$ cat config.mk
export PLATFORM = sky130hd
export DESIGN_NAME = dmem_access_ctrl_flat
export DESIGN_NICKNAME = d
export VERILOG_FILES = /design/src/rtl/dmem_access_ctrl_pkg.sv /design/src/rtl/dmem_access_ctrl_if.sv /design/src/rtl/dmem_access_ctrl_align.sv /design/src/rtl/dmem_access_ctrl.sv /design/src/flat_wrapper.sv
export SDC_FILE = /design/constraint.sdc
export NUM_CORES = 1
export LEC_CHECK = 0
export BUFFER_PORTS_ARGS = -buffer_cell sky130_fd_sc_hd__buf_2
export CAP_MARGIN = 15
export CORE_MARGIN = 8
export CORE_UTILIZATION = 44
export CTS_BUF_LIST = sky130_fd_sc_hd__clkbuf_16
export DETAILED_ROUTE_END_ITERATION = 6
export HOLD_SLACK_MARGIN = 0.02
export PLACE_DENSITY = 0.78
export SETUP_SLACK_MARGIN = 0.4
export SYNTH_ARGS = -nofsm -noshare
export SYNTH_HDL_FRONTEND = slang
export SYNTH_SLANG_ARGS = --single-unit
$ cat constraint.sdc
create_clock -name clk -period 2.69 [get_ports clk]
set_input_delay 0.269 -clock clk [delete_from_list [all_inputs] [get_ports clk]]
set_output_delay 0.269 -clock clk [all_outputs]
set_load 0.02 [all_outputs]
$ cat src/rtl/dmem_access_ctrl_pkg.sv
// dmem_access_ctrl_pkg: size codes, FSM states and alignment helper for the data-memory port
package dmem_access_ctrl_pkg;
  localparam logic [1:0] SZ_B = 2'b00;
  localparam logic [1:0] SZ_H = 2'b01;
  localparam logic [1:0] SZ_W = 2'b10;
  typedef enum logic [1:0] {DM_IDLE, DM_REQ, DM_WAIT, DM_DRAIN} dm_state_e;
  // size 11 is treated as a word
  function automatic logic is_aligned(input logic [1:0] size, input logic [1:0] a);
    return size == SZ_B ? 1'b1 : size == SZ_H ? !a[0] : a == 2'b00;
  endfunction
endpackage

$ cat src/rtl/dmem_access_ctrl_if.sv
// dmem_access_ctrl_if: split-transaction SRAM-like bus (address phase, then data phase)
interface dmem_access_ctrl_if;
  logic        sram_req;
  logic        sram_wr;
  logic [1:0]  sram_size;
  logic [31:0] sram_addr;
  logic [3:0]  sram_wstrb;
  logic [31:0] sram_wdata;
  logic        sram_addr_ok;
  logic        sram_data_ok;
  logic [31:0] sram_rdata;
  modport master(output sram_req, sram_wr, sram_size, sram_addr, sram_wstrb, sram_wdata,
                 input sram_addr_ok, sram_data_ok, sram_rdata);
  modport slave(input sram_req, sram_wr, sram_size, sram_addr, sram_wstrb, sram_wdata,
                output sram_addr_ok, sram_data_ok, sram_rdata);
endinterface

$ cat src/rtl/dmem_access_ctrl_align.sv
// dmem_align: byte-strobe generation, store-lane replication and load extraction/extension
module dmem_align
  import dmem_access_ctrl_pkg::*;
(
  input  logic [1:0]  size_i,
  input  logic [1:0]  off_i,
  input  logic        unsigned_i,
  input  logic [31:0] wdata_i,
  input  logic [31:0] rdata_i,
  output logic [3:0]  wstrb_o,
  output logic [31:0] wdata_o,
  output logic [31:0] rdata_o
);
  logic [31:0] w;
  logic        sx;
  assign w = rdata_i >> {off_i, 3'b000};
  always_comb begin
    sx = !unsigned_i && (size_i == SZ_B ? w[7] : w[15]);
    wstrb_o = size_i == SZ_B ? 4'b0001 << off_i : size_i == SZ_H ? 4'b0011 << off_i : 4'b1111;
    wdata_o = size_i == SZ_B ? {4{wdata_i[7:0]}} : size_i == SZ_H ? {2{wdata_i[15:0]}} : wdata_i;
    rdata_o = size_i == SZ_B ? {{24{sx}}, w[7:0]} : size_i == SZ_H ? {{16{sx}}, w[15:0]} : w;
  end
endmodule

$ cat src/rtl/dmem_access_ctrl.sv
// dmem_access_ctrl: EX->MEM load/store sequencer with stall request, misalignment detection and flush draining
module dmem_access_ctrl
  import dmem_access_ctrl_pkg::*;
(
  input  logic        clk,
  input  logic        rst,
  input  logic        req_valid_i,
  input  logic        req_we_i,
  input  logic [1:0]  req_size_i,
  input  logic        req_unsigned_i,
  input  logic [31:0] req_addr_i,
  input  logic [31:0] req_wdata_i,
  input  logic        flush_i,
  output logic        stallreq_o,
  output logic        resp_valid_o,
  output logic [31:0] resp_rdata_o,
  output logic        adel_o,
  output logic        ades_o,
  output logic [31:0] bad_vaddr_o,
  dmem_access_ctrl_if.master sram
);
  dm_state_e   state_q, state_d;
  logic        we_q, uns_q;
  logic [1:0]  size_q;
  logic [31:0] addr_q, wdata_q;
  logic [3:0]  wstrb_q;
  logic        idle, aligned, accept;
  logic [3:0]  strb;
  logic [31:0] wrep, rext;
  assign idle    = state_q == DM_IDLE;
  assign aligned = is_aligned(req_size_i, req_addr_i[1:0]);
  assign accept  = idle && req_valid_i && !flush_i && aligned;
  // In IDLE the aligner shapes the incoming store; afterwards it extracts loads from the latched op
  dmem_align u_align (
    .size_i    (idle ? req_size_i : size_q),
    .off_i     (idle ? req_addr_i[1:0] : addr_q[1:0]),
    .unsigned_i(uns_q),
    .wdata_i   (req_wdata_i),
    .rdata_i   (sram.sram_rdata),
    .wstrb_o   (strb),
    .wdata_o   (wrep),
    .rdata_o   (rext)
  );
  always_ff @(posedge clk)
    state_q <= rst ? DM_IDLE : state_d;
  always_comb begin
    state_d = state_q;
    unique case (state_q)
      DM_IDLE:  state_d = accept ? DM_REQ : DM_IDLE;
      DM_REQ:   state_d = sram.sram_addr_ok ? (flush_i ? DM_DRAIN : DM_WAIT) : (flush_i ? DM_IDLE : DM_REQ);
      DM_WAIT:  state_d = sram.sram_data_ok ? DM_IDLE : flush_i ? DM_DRAIN : DM_WAIT;
      DM_DRAIN: state_d = sram.sram_data_ok ? DM_IDLE : DM_DRAIN;
    endcase
  end
  always_ff @(posedge clk) begin
    if (rst) begin
      we_q    <= 1'b0;
      uns_q   <= 1'b0;
      size_q  <= 2'b00;
      addr_q  <= '0;
      wdata_q <= '0;
      wstrb_q <= '0;
    end else if (accept) begin
      we_q    <= req_we_i;
      uns_q   <= req_unsigned_i;
      size_q  <= req_size_i;
      addr_q  <= req_addr_i;
      wdata_q <= wrep;
      wstrb_q <= req_we_i ? strb : 4'b0000;
    end
  end
  always_comb begin
    stallreq_o   = accept || state_q == DM_REQ || (state_q == DM_WAIT && !sram.sram_data_ok) ||
                   (state_q == DM_DRAIN && req_valid_i);
    resp_valid_o = state_q == DM_WAIT && sram.sram_data_ok && !flush_i;
    resp_rdata_o = resp_valid_o && !we_q ? rext : '0;
    adel_o       = idle && req_valid_i && !flush_i && !aligned && !req_we_i;
    ades_o       = idle && req_valid_i && !flush_i && !aligned && req_we_i;
    bad_vaddr_o  = adel_o || ades_o ? req_addr_i : '0;
    sram.sram_req = state_q == DM_REQ;
  end
  assign sram.sram_wr    = we_q;
  assign sram.sram_size  = size_q;
  assign sram.sram_addr  = addr_q;
  assign sram.sram_wstrb = wstrb_q;
  assign sram.sram_wdata = wdata_q;
endmodule
$ cat src/flat_wrapper.sv
// flat-port wrapper written by rule: the top's interface ports become plain ports
module dmem_access_ctrl_flat import dmem_access_ctrl_pkg::*;
  (clk, rst, req_valid_i, req_we_i, req_size_i, req_unsigned_i, req_addr_i, req_wdata_i, flush_i, stallreq_o, resp_valid_o, resp_rdata_o, adel_o, ades_o, bad_vaddr_o, sram_sram_req, sram_sram_wr, sram_sram_size, sram_sram_addr, sram_sram_wstrb, sram_sram_wdata, sram_sram_addr_ok, sram_sram_data_ok, sram_sram_rdata);
  dmem_access_ctrl_if sram_i ();
  input  logic clk;
  input  logic rst;
  input  logic req_valid_i;
  input  logic req_we_i;
  input  logic [1:0] req_size_i;
  input  logic req_unsigned_i;
  input  logic [31:0] req_addr_i;
  input  logic [31:0] req_wdata_i;
  input  logic flush_i;
  output logic stallreq_o;
  output logic resp_valid_o;
  output logic [31:0] resp_rdata_o;
  output logic adel_o;
  output logic ades_o;
  output logic [31:0] bad_vaddr_o;
  output wire logic [$bits(sram_i.sram_req)-1:0] sram_sram_req;
  output wire logic [$bits(sram_i.sram_wr)-1:0] sram_sram_wr;
  output wire logic [$bits(sram_i.sram_size)-1:0] sram_sram_size;
  output wire logic [$bits(sram_i.sram_addr)-1:0] sram_sram_addr;
  output wire logic [$bits(sram_i.sram_wstrb)-1:0] sram_sram_wstrb;
  output wire logic [$bits(sram_i.sram_wdata)-1:0] sram_sram_wdata;
  input wire logic [$bits(sram_i.sram_addr_ok)-1:0] sram_sram_addr_ok;
  input wire logic [$bits(sram_i.sram_data_ok)-1:0] sram_sram_data_ok;
  input wire logic [$bits(sram_i.sram_rdata)-1:0] sram_sram_rdata;
  assign sram_sram_req = sram_i.sram_req;
  assign sram_sram_wr = sram_i.sram_wr;
  assign sram_sram_size = sram_i.sram_size;
  assign sram_sram_addr = sram_i.sram_addr;
  assign sram_sram_wstrb = sram_i.sram_wstrb;
  assign sram_sram_wdata = sram_i.sram_wdata;
  assign sram_i.sram_addr_ok = sram_sram_addr_ok;
  assign sram_i.sram_data_ok = sram_sram_data_ok;
  assign sram_i.sram_rdata = sram_sram_rdata;
  dmem_access_ctrl u_core (.clk(clk), .rst(rst), .req_valid_i(req_valid_i), .req_we_i(req_we_i), .req_size_i(req_size_i), .req_unsigned_i(req_unsigned_i), .req_addr_i(req_addr_i), .req_wdata_i(req_wdata_i), .flush_i(flush_i), .stallreq_o(stallreq_o), .resp_valid_o(resp_valid_o), .resp_rdata_o(resp_rdata_o), .adel_o(adel_o), .ades_o(ades_o), .bad_vaddr_o(bad_vaddr_o), .sram(sram_i));
endmodule
== Yosys cells after proc, flatten, opt, wreduce, memory -nomap -nowiden ==
Index checks and enable logic that the tools add are counted.
Word-level totals
  register bits: 74
  input port bits: 106
  output and inout port bits: 140
  logic and storage cells: 63
Operators by class
  eq/ne operators: 5
  shift operators: 3
  multiplexer cells: 21
  reduce and logical (&&, ||, !) cells: 27
Operator list (count)
  $mux W32: 6
  $shr A32 B5 Y32: 1
  $logic_and A1 B1 Y1: 12
  $mux W4: 3
  $mux W2: 5
  $logic_not A2 Y1: 4
  $pmux W2 S4: 1
  $logic_not A1 Y1: 7
  $eq A2 B1 Y1 const B: 3
  $mux W1: 6
  $eq A2 B2 Y1 const B: 2
  $logic_or A1 B1 Y1: 4
  $shl A1 B2 Y4 const A: 1
  $shl A2 B2 Y4 const A: 1

== Logic depth before layout (Yosys ltp) ==
  depth after elaboration: 8
  depth in mapped cells: 8
  mapped depth without buffers: 6

== Hierarchy ==
Synthesis repeated with hierarchy kept, for this count alone.
Unflattened totals
  cells, all modules: 614
  area total of the unflattened synthesis: 5056.1 um^2
By module, submodules not included
  dmem_access_ctrl: times used 1, cells an instance 442, area each 3802.4 um^2, seq. area each 1481.4 um^2
  dmem_align: times used 1, cells an instance 172, area each 1253.7 um^2, seq. area each 0.0 um^2

== Worst setup path before layout ==
No wires, ideal clock.
  kind: flip-flop to output port
  start: register u_core.state_q[0]
  end: output port resp_rdata_o[4]
  arrival: 2.030 ns
  required time: 2.421 ns
  slack: 0.391 ns
  stages on the path, launching flop included: 8
  buffers on the path: 1
  path through: dfxtp_1 > or3b_1 > nand2_2 > inv_2 > buf_2 > mux2_1 > nor2_1 > a311oi_1
On the way
  longest elaborated chain between the ends: 6
  elaborated cells on any way between the ends: 12
Ends and longest elaborated chain
  start, declared: RTL line dmem_access_ctrl.sv:22  | dm_state_e state_q, state_d;
  start signal, assigned: RTL line dmem_access_ctrl.sv:45  | state_q <= rst ? DM_IDLE : state_d;
  $logic_not A2 Y1: RTL line dmem_access_ctrl.sv:30  | assign idle = state_q == DM_IDLE;
  $mux W2: RTL line dmem_access_ctrl.sv:36  | .off_i (idle ? req_addr_i[1:0] : addr_q[1:0]),
  $shr A32 B5 Y32: RTL line dmem_access_ctrl_align.sv:16  | assign w = rdata_i >> {off_i, 3'b000};
  $mux W32 (2 in series): RTL line dmem_access_ctrl_align.sv:21  | rdata_o = size_i == SZ_B ? {{24{sx}}, w[7:0]} : size_i == SZ_H ? {{16{sx}}, w[15:0]} : w;
  $mux W32 *: RTL line dmem_access_ctrl.sv:76  | resp_rdata_o = resp_valid_o && !we_q ? rext : '0;
  end, declared: RTL line flat_wrapper.sv:16  | output logic [31:0] resp_rdata_o;
Mark *: on every way between the ends. The rest lies on a longest branch, timed or not.

== Worst setup path after layout ==
  start: register u_core.state_q[0]
  end: output port resp_rdata_o[30]
On the way
  longest elaborated chain between the ends: 8
  elaborated cells on any way between the ends: 15
Ends and longest elaborated chain
  $logic_not A2 Y1: RTL line dmem_access_ctrl.sv:30
  $mux W2, on equally long branches: RTL line dmem_access_ctrl.sv:36, dmem_access_ctrl.sv:35
  $shr A32 B5 Y32 / $logic_not A2 Y1 (equally long branches): RTL line dmem_access_ctrl_align.sv:16, dmem_access_ctrl_align.sv:18, dmem_access_ctrl_align.sv:21
  $mux W1: RTL line dmem_access_ctrl_align.sv:18  | sx = !unsigned_i && (size_i == SZ_B ? w[7] : w[15]);
  $logic_and A1 B1 Y1: RTL line dmem_access_ctrl_align.sv:18
  $mux W32 (2 in series): RTL line dmem_access_ctrl_align.sv:21
  $mux W32 *: RTL line dmem_access_ctrl.sv:76
Marks and branches as above.

==> results.yml <==
die:
  start_util: 0.450
  die_y_um: 113
  rows: 35
  fp.dieArea_sq_um: 12700
  die_w_um: 113
  pin_count: 246
  core_sq_um: 9150
timing:
  final_hold_viol_count: 0
  slew_viol_final: 0
  holdWs_ns: 0.193
  timing.final.crit_share: 0.974
  setup_viol: 0
  final.min_clock_period_ns: 2.62
  relSlewSlack: 0.389
  worst_pin_slew_ns: 0.916
  rsz0062_at_grt: "true"
  finClkSkew_ns: 0.00849
  timing.final.ws_setup_ns: 0.0698
  setup-tns-final_ns: 0
  timing.fmax_mhz: 382
global_route:
  grt_max_degree: 81
  grt_pass1_vias: 5352
  overflow: 0
  grt_usage: 0.242
  grt_pass1_wl_um: 25700
  antenna_found_initial: 3
worst_hold_path:
  hp-class: "in -> reg"
critical_path:
  critPathCaptureType: "primary output"
  cp_slowest_cell: "or3b_4"
  cp_data_arrival_time_ns: 2.35
  cp_max_fo: 8
  path_cells: "or3b_4, a311o_1, a41oi_2, o31ai_4, buf_6, nor3_4, buf_6"
  crit_top_cell: "buf_6"
  start_kind: "flip-flop"
  required_ns: 2.42
  crit_type: "reg -> out"
  cpPeakStageDelay_ns: 0.42
drt:
  firstDrtPassIters: 5
  postRouteAntennaNets: 0
  wl_per_cell_um: 19.3
  vias: 5279
  routed_wirelength_um: 17600
  drtIter0Drc: 428
  drc_errors: 0
  viasPerCell: 5.79
synth:
  async_flop_share: 0
  ys_warn_count: 0
  synth.top_cells.by_area: "dfxtp_1, nand2_1, a21oi_1"
  yosysUniqueCellTypes: 51
  synth-edff-count: 0
  syn-instance-count: 548
  synth_top_cell_area_share: 0.360
  synth_area_sq_um: 4120
  ys_seq_elements: 74
  yosys_most_used_dff: "dfxtp_1"
  seq_area_frac_synth: 0.360
  synth.avg_cell_area_sq_um: 7.51
  yosysTopAreaCell: "dfxtp_1"
  syn_nets: 656
clock_tree:
  clk_pin_slew_ns: 0.06
  clock_latency_ns: 0.32
  clock_sinks: 74
  cts-root-buf: "clkbuf_16"
  clockBufferDepth: 2
  cts_tree: "yes"
  htreeDepth: 3
  cts_buffers: 9
place:
  post-place-ws_ns: 0.218
  place_hpwl_um: 11700
  placed_cell_area_sq_um: 5390
  io_buffers: 245
  gp_congestion: 0.868
pwr:
  vdd_drop_max_uv: 490
  p_per_area_nw_per_um2: 532
  leakage_nw: 3.06
finish:
  fill_cells: 701
  final_cell_mix: "buf_2, nand2_1, dfxtp_1"
  drive_gt1_frac: 0.468
  fin_nets: 901
  final_cell_area_sq_um: 6480
  area_growth_syn_to_layout_pct: 57.5
  final_common_cell: "buf_2"
outcome:
  status: "finished, final reports clean"
run:
  drv_cap: 0
## registers in the layout, indices dropped and copies added, names as in the netlist
| signal | flops |
|---|---|
| u_core.sram.sram_addr | 32 |
| u_core.sram.sram_wstrb | 4 |
| u_core.uns_q | 1 |
| u_core.sram.sram_size | 2 |
| u_core.sram.sram_wr | 1 |
| u_core.sram.sram_wdata | 32 |
| u_core.state_q | 2 |
## cell families (layout without fill, tap and decap cells)
family,after synthesis,in the layout,synth area share
other,0,3,0
AO/OA/AOI/OAI,146,148,0.235
multiplexers,15,15,0.0419
XOR/XNOR,1,1,0.00213
flip-flops,74,74,0.360
adder cells (fa/ha/maj),2,2,0.00608
buffers and inverters,52,299,0.0574
AND/OR/NAND/NOR,258,258,0.298
## worst max-delay path: cells and delay by family (launching register included)
kind | cells | cell delay (ns)
and+or+nand+nor | 2 | 0.58
DFF | 1 | 0.37
AOI/OAI and AO/OA | 3 | 0.75
buffers and inverters | 2 | 0.34
## cells in the mapped netlist, types with 10 or more instances
master / number
a211oi_1: 18
a21oi_1: 76
a311oi_1: 16
and3_1: 33
buf_2: 12
clkbuf_1: 32
dfxtp_1: 74
mux2_2: 11
nand2_1: 137
nor2_1: 38
nor3_1: 16
nor3_2: 10
## report_power, final
| group | switching [W] | internal (W) | leakage (nW) | total [W] |
|---|---|---|---|---|
| Combinational | 0.000508 | 0.000312 | 2.28 | 0.000820 |
| Clock | 0.000449 | 0.00100 | 0.177 | 0.00145 |
| Sequential | 0.0000319 | 0.00115 | 0.604 | 0.00118 |
| Total | 0.000989 | 0.00246 | 3.06 | 0.00345 |
## layer usage
layer	share of wire	GRT usage	routed length [um]	vias to the layer above
met5	0	0	0	-
met4	0.046	0.113	808	0
met3	0.10	0.0873	1770	68
met2	0.49	0.423	8570	324
met1	0.37	0.255	6470	2442
li1	-	-	-	2445
## final timing paths
check | start | to | slack, ns | depth (start not counted)
worst min-delay path | req_addr_i[30] | u_core.sram.sram_addr[30] | 0.19 | 3
worst min register to register | u_core.sram.sram_wstrb[0] | u_core.sram.sram_wstrb[0] | 0.45 | 2
worst max-delay path | u_core.state_q[0] | resp_rdata_o[30] | 0.07 | 7
worst max register to register | u_core.state_q[0] | u_core.sram.sram_wdata[18] | 0.56 | 8
## final cells by class
| type | count | area, sq um | area share |
|---|---|---|---|
| clock inverter | 6 | 138 | 0.0212 |
| sequential | 74 | 1490 | 0.230 |
| timing repair inverter | 2 | 25.0 | 0.00386 |
| timing repair buffer | 279 | 1700 | 0.262 |
| clock buffer | 9 | 225 | 0.0347 |
| multi-input combinational | 424 | 2740 | 0.423 |
| tap | 111 | 139 | 0.0214 |
| antenna | 3 | 7.51 | 0.00116 |
| inverter | 3 | 23.8 | 0.00367 |
## metrics by stage
stage                util  total power (W)  instances
global route        0.709          0.00357        911
floorplan               -          0.00162        548
global placement    0.589          0.00186        868
finish              0.709          0.00345        911
detailed placement  0.589          0.00187        868
CTS                 0.661          0.00337        896
## timing repair
action,in CTS,in global routing
gates resized for setup,59,84
setup buffers,10,9
gates cloned,3,3
hold buffers,0,0
endpoints found under the setup margin,65,65
pin swaps,16,20
hold endpoints to repair,0,0
(Power assumes the default switching activity.)
